## src/rtl/distance_smoother.sv

```systemverilog
// Clamp, 2^AVG_LOG2-tap moving average and registered output for raw distance samples.
// Optional slew limiting of the output is enabled by defining SMOOTH_SLEW_LIMIT_EN.
module distance_smoother #(
    parameter int WIDTH     = 13,
    parameter int AVG_LOG2  = 4,
    parameter int MAX_DIST  = 2000,
    parameter int SLEW_STEP = 8
) (
    input  logic             clk,
    input  logic             reset_n,
    input  logic             enable,
    input  logic             clear,
    input  logic             sample_valid,
    input  logic [WIDTH-1:0] sample_in,
    output logic [WIDTH-1:0] distance_out,
    output logic             distance_valid
);

    localparam int DEPTH = 1 << AVG_LOG2;
    localparam int SUM_W = WIDTH + AVG_LOG2;
    localparam logic [WIDTH-1:0] MAX_W  = WIDTH'(MAX_DIST);
    localparam logic [WIDTH:0]   STEP_X = (WIDTH + 1)'(SLEW_STEP);

`ifdef SMOOTH_SLEW_LIMIT_EN
    localparam bit SLEW_EN = 1'b1;
`else
    localparam bit SLEW_EN = 1'b0;
`endif

    typedef enum logic {
        EMPTY,
        RUN
    } state_t;

    state_t           state;
    logic [WIDTH-1:0] buf_mem [DEPTH];
    logic [SUM_W-1:0] sum;
    logic [AVG_LOG2-1:0] wr_ptr;
    logic             s1_valid;
    logic             s1_prime;

    logic [WIDTH-1:0] clamped;
    logic [WIDTH-1:0] avg;
    logic [WIDTH-1:0] slewed;
    logic [WIDTH-1:0] next_out;
    logic [WIDTH:0]   out_x;
    logic [WIDTH:0]   avg_x;

    // Slew comparisons use one extra bit so out+STEP and avg+STEP cannot wrap.
    always_comb begin
        clamped = (sample_in > MAX_W) ? MAX_W : sample_in;
        avg     = sum[SUM_W-1:AVG_LOG2];
        out_x   = {1'b0, distance_out};
        avg_x   = {1'b0, avg};
        slewed  = avg;
        if (avg_x > out_x + STEP_X) begin
            slewed = distance_out + STEP_X[WIDTH-1:0];
        end else if (avg_x + STEP_X < out_x) begin
            slewed = distance_out - STEP_X[WIDTH-1:0];
        end
        next_out = (SLEW_EN && !s1_prime) ? slewed : avg;
    end

    always_ff @(posedge clk or negedge reset_n) begin
        if (!reset_n) begin
            state          <= EMPTY;
            for (int i = 0; i < DEPTH; i++) begin
                buf_mem[i] <= '0;
            end
            sum            <= '0;
            wr_ptr         <= '0;
            s1_valid       <= 1'b0;
            s1_prime       <= 1'b0;
            distance_out   <= '0;
            distance_valid <= 1'b0;
        end else begin
            distance_valid <= 1'b0;
            if (enable) begin
                if (clear) begin
                    // Clear drops any incoming sample and squashes the one in stage 1.
                    state    <= EMPTY;
                    s1_valid <= 1'b0;
                end else begin
                    s1_valid <= sample_valid;
                    if (s1_valid) begin
                        distance_out   <= next_out;
                        distance_valid <= 1'b1;
                    end
                    if (sample_valid) begin
                        s1_prime <= (state == EMPTY);
                        if (state == EMPTY) begin
                            for (int i = 0; i < DEPTH; i++) begin
                                buf_mem[i] <= clamped;
                            end
                            sum    <= SUM_W'(clamped) << AVG_LOG2;
                            wr_ptr <= AVG_LOG2'(1);
                            state  <= RUN;
                        end else begin
                            sum             <= sum + SUM_W'(clamped) - SUM_W'(buf_mem[wr_ptr]);
                            buf_mem[wr_ptr] <= clamped;
                            wr_ptr          <= wr_ptr + 1'b1;
                        end
                    end
                end
            end
        end
    end

endmodule

```

## config.mk

```make
export PLATFORM = sky130hd
export DESIGN_NAME = distance_smoother
export DESIGN_NICKNAME = d
export VERILOG_FILES = /design/src/rtl/distance_smoother.sv
export SDC_FILE = /design/constraint.sdc
export NUM_CORES = 1
export LEC_CHECK = 0
export BUFFER_PORTS_ARGS = -buffer_cell sky130_fd_sc_hd__buf_2
export CAP_MARGIN = 20
export CORE_MARGIN = 1.5
export CORE_UTILIZATION = 65
export CTS_BUF_LIST = sky130_fd_sc_hd__clkbuf_8
export CTS_CLUSTER_SIZE = 12
export DETAILED_ROUTE_END_ITERATION = 8
export PLACE_DENSITY = 0.83
export SLEW_MARGIN = 20
export SYNTH_ARGS = -nofsm -noshare
export SYNTH_HDL_FRONTEND = slang
export SYNTH_SLANG_ARGS = --single-unit
```

## constraint.sdc

```tcl
create_clock -name clk -period 4.9 [get_ports clk]
set_input_delay 0.245 -clock clk [delete_from_list [all_inputs] [get_ports clk]]
set_output_delay 0.245 -clock clk [all_outputs]
set_load 0.1 [all_outputs]
```

Word-level counts from Yosys, hierarchy flattened:

Cells that the tools add are included.

* magnitude comparators: 3
* reduce and logical (&&, ||, !) cells: 5
* bitwise operators: 2
* multiplexer cells: 16
* add/sub/neg operators: 3

Operators by type and width (count)
* $bwmux 208: 1
* $mux 208: 1
* $bmux 13 s4: 1
* $demux 13 s4: 1
* $mux 13: 4
* $add 17x13->17: 1
* $mux 17: 1
* $sub 17x13->17: 1
* $gt 13x11->1 const B: 1
* $mux 1: 6
* $reduce_and 3->1: 2
* $ge 5x5->1 const B: 1
* $lt 5x1->1 const B: 1
* $not 4->5: 1
* $add 4x1->4 const B: 1
* $mux 4: 1
* $reduce_and 2->1: 1
* $reduce_bool 2->1: 1
* $logic_and 1x1->1: 1
* $not 1->1: 1

* word-level logic and storage cells: 51
* bits of input ports: 18
* register bits after elaboration: 245

Logic depth before layout (Yosys ltp):

* word-level depth: 7
* mapped depth: 15

Least setup slack after synthesis:

OpenSTA, ideal clock, no wires.

* path kind: register to register
* from: register wr_ptr[1]
* to: register sum[16]
* setup slack: 0.932 ns
* setup time: 0.124 ns
* arrival: 3.844 ns
* required time: 4.776 ns
* cell stages (with the launch flop): 13
* cell sequence: dfrtp_1 clkbuf_1 clkbuf_1 mux4_2 mux4_2 fa_1 fa_1 nand2b_1 a21oi_1 o21ai_0 o31ai_1 a21oi_1 a211o_1

* longest elaborated chain between the ends: 6

RTL lines
* start, declared: line 38 `logic [AVG_LOG2-1:0] wr_ptr;`
* start signal, assigned: line 101 `wr_ptr <= wr_ptr + 1'b1;`
* $not 4->5 (not written as such): line 99 `sum <= sum + SUM_W'(clamped) - SUM_W'(buf_mem[wr_ptr]);`
* $bmux 13 s4: line 99
* $mux 13 (not written as such) (2 in series): line 99
* $sub 17x13->17: line 99
* $mux 17: line 91 `if (state == EMPTY) begin`
* end signal, assigned: line 95 `sum <= SUM_W'(clamped) << AVG_LOG2;`
* end signal, assigned: line 99
* end, declared: line 37 `logic [SUM_W-1:0] sum;`

Every way passes these cells. The select of a mux whose other input is x is not followed.
A chain may end at the register's enable or synchronous reset.

Final worst setup path:

* from: register wr_ptr[0]
* to: register sum[16]

Same word-level chain as after synthesis.

==> impl_metrics.yaml <==
floorplan:
  die_y_um: 137
  io_pins: 32
  die_w_um: 137
  die-area_mm2: 0.0189
  initial_core_util_pct: 67.2
  rows: 48
  core_area_mm2: 0.0175
synth:
  yosysTopAreaCellShare_pct: 52.2
  synth_flop_cell: "dfrtp_1"
  ys_ff_latch: 245
  synth_area_mm2: 0.0117
  ys_top_cells_by_count: "nand2_1 (252), dfrtp_1 (245), o21ai_0 (199)"
  synth_edf_count: 0
  yosys.cell_types.count: 49
  seq_area_frac_synth_pct: 52.2
  ys_warn_count: 0
  yosys.area.top_type: "dfrtp_1"
  synthArstFlopShare_pct: 100
  syn_area_per_cell_um2: 10.7
  syn_inst: 1101
  synthTopCellsByArea: "dfrtp_1 (52%), mux4_2 (12%), o21ai_0 (8.5%)"
  synth_most_common_cell: "nand2_1"
critical_path:
  cp_slowest_cell: "dfrtp_4"
  cp_max_fo: 18
  crit_chain: "buf_4 > mux4_2 > mux4_2 > fa_1 > fa_1 > nand2b_1 > a21oi_1 > o21ai_0 > o31ai_1 > a21oi_1 > a211o_1"
  crit_path_end_kind: "flop"
  crit_type: "reg2reg"
  path_delay_family: "compound AO/OA/AOI/OAI gates"
  worst_setup_path_start_kind: "flop"
  worst-path-buf-inv: 1
  crit_path_max_incr_delay_ns: 0.63
  worst_ep_required_time_ns: 5.32
  arrival_ns: 4.88
worst_hold_path:
  min-delay-path-class: "in2reg"
clocking:
  htree_levels: 2
  holdBufCountCts: 4
  clkTransAtPathRegs_ns: 0.06
  cts_buffer_depth: 3
  post_cts_resize_count: 0
  cts-root-buf: "clkbuf_8"
  cts_tree: "yes"
  cts_made_buffers: 38
  clock_latency_ns: 0.55
  cts.sinks: 245
  cts_setup_buffers: 0
pwr:
  power_density_mw_per_mm2: 603
  ir_worst_vdd_mv: 0.545
  total_power_uw: 7780
  p_leak_uw: 0.00606
timing:
  fin_crit_ns: 4.46
  setup_viol: 0
  rsz0062_at_grt: "false"
  final.setup_skew_ns: 0.0179
  fmax_mhz: 224
  worstMarginPinSlew_ns: 1.12
  slew_viol_final: 0
  finalHoldViolations: 0
  period_share_pct: 91.1
  fin_setup_tns_ns: 0
  relSlewSlack_pct: 24.8
final_layout:
  area_growth_pct: 9.89
  register_area_mm2: 0.00614
  antennaDiodeCount: 0
  fill_cells: 1136
  multi_input_area_mm2: 0.00512
  drive_above_1_share_pct: 16.8
  final_nets: 1184
global_route:
  grt-ovfl-total: 0
  grt_pass1_vias: 8751
  grt_max_degree: 128
  grt_pass1_wl_um: 46900
  antenna_found_initial: 0
  track_usage_pct: 33.3
drt:
  vias: 8656
  totalWireLength_um: 28900
  drc: 0
  drt_first_pass_iters: 5
  ant_nets: 0
  drtIter0Drc: 739
  wl_per_cell_um: 20.9
  routed_via_density: 6.27
status:
  status: "complete, no violations"
place:
  io_buffer_count: 31
  gp_congestion: 0.897
  post-dp-hpwl_um: 18200
flow_run:
  cap_violations: 0
## worst paths after layout
kind                                                  start  cells after the start                           to  slack, ns
worst max register to register        wr_ptr[0]$_DFFE_PN0P_                     11          sum[16]$_DFFE_PN0P_       0.44
max in group asynchronous                           reset_n                      3      buf_mem[42]$_DFFE_PN0P_       3.32
worst max-delay path                  wr_ptr[0]$_DFFE_PN0P_                     11          sum[16]$_DFFE_PN0P_       0.44
min in group asynchronous                           reset_n                      2     distance_valid$_DFF_PN0_       0.41
worst min register to register  distance_out[8]$_DFFE_PN0P_                      2  distance_out[8]$_DFFE_PN0P_       0.47
worst min-delay path                           sample_in[8]                      4     buf_mem[112]$_DFFE_PN0P_       0.22
## routing by layer
metal  wire length, µm  global-route usage [%]
met4              1160                    14.8
met3              2520                    6.11
met1             11500                    46.5
met5                 0                       0
met2             13700                    51.8
## worst reg2reg max path, cell delays in order, from the launching register on
cell and delay, ns:
dfrtp_4 0.63, buf_4 0.26, mux4_2 0.52, mux4_2 0.50, fa_1 0.51, fa_1 0.45
nand2b_1 0.21, a21oi_1 0.28, o21ai_0 0.30, o31ai_1 0.38, a21oi_1 0.07, a211o_1 0.24
## report_power, final
| part | leakage [µW] | switching, µW | internal, µW |
|---|---|---|---|
| clock network | 0.000419 | 777 | 889 |
| registers | 0.00313 | 311 | 2450 |
| logic | 0.00251 | 2010 | 1350 |
## area by class of cell
type | instances | share of cell area (%)
clock buffer | 49 | 5.23
clock inverter | 14 | 0.456
inverter | 48 | 1.40
multi-input combinational | 734 | 39.7
sequential | 245 | 47.6
tap | 225 | 2.18
timing repair buffer | 65 | 3.53
## cell families after synthesis
family / Yosys count / share of synthesized area, %
AOI/OAI and AO/OA: 263 / 12.4
xor gates and xnor gates: 9 / 0.671
adders and majority gates: 34 / 4.45
buffers and inverters: 123 / 4.27
DFF: 245 / 52.2
muxes: 69 / 12.8
other: 1 / 0.0319
and+or+nand+nor: 357 / 13.2
## flip-flops by register name (all words and copies together), names as in the netlist
name	count
distance_out	13
sum	17
s1_valid	1
state	1
buf_mem	208
wr_ptr	4
distance_valid	1
## through the flow
step | worst slack, ns | instances | instance area [µm²] | hold WS (ns) | util, %
final | 0.437 | 1380 | 12900 | 0.222 | 73.8
after global routing | 0.215 | 1380 | 12900 | 0.247 | 73.8
after CTS | 0.491 | 1380 | 12900 | 0.209 | 73.8
after detailed placement | 0.511 | 1313 | 12100 | 0.417 | 69.4
after global placement | 0.578 | 1313 | 12100 | 0.409 | 69.4
after floorplan | 0.932 | 1102 | 11700 | -0.0506 | -
## cells in the final DEF (no fill, tap or decap), types with 24 or more instances in the layout
cell and count:
o21ai_0 195, clkbuf_8 49, mux4_2 65, buf_2 30, nand2_1 252, a21oi_1 24, buf_4 28, inv_1 59
dfrtp_1 243, and2_1 32
No activity file was read; power rests on OpenSTA's default activity.
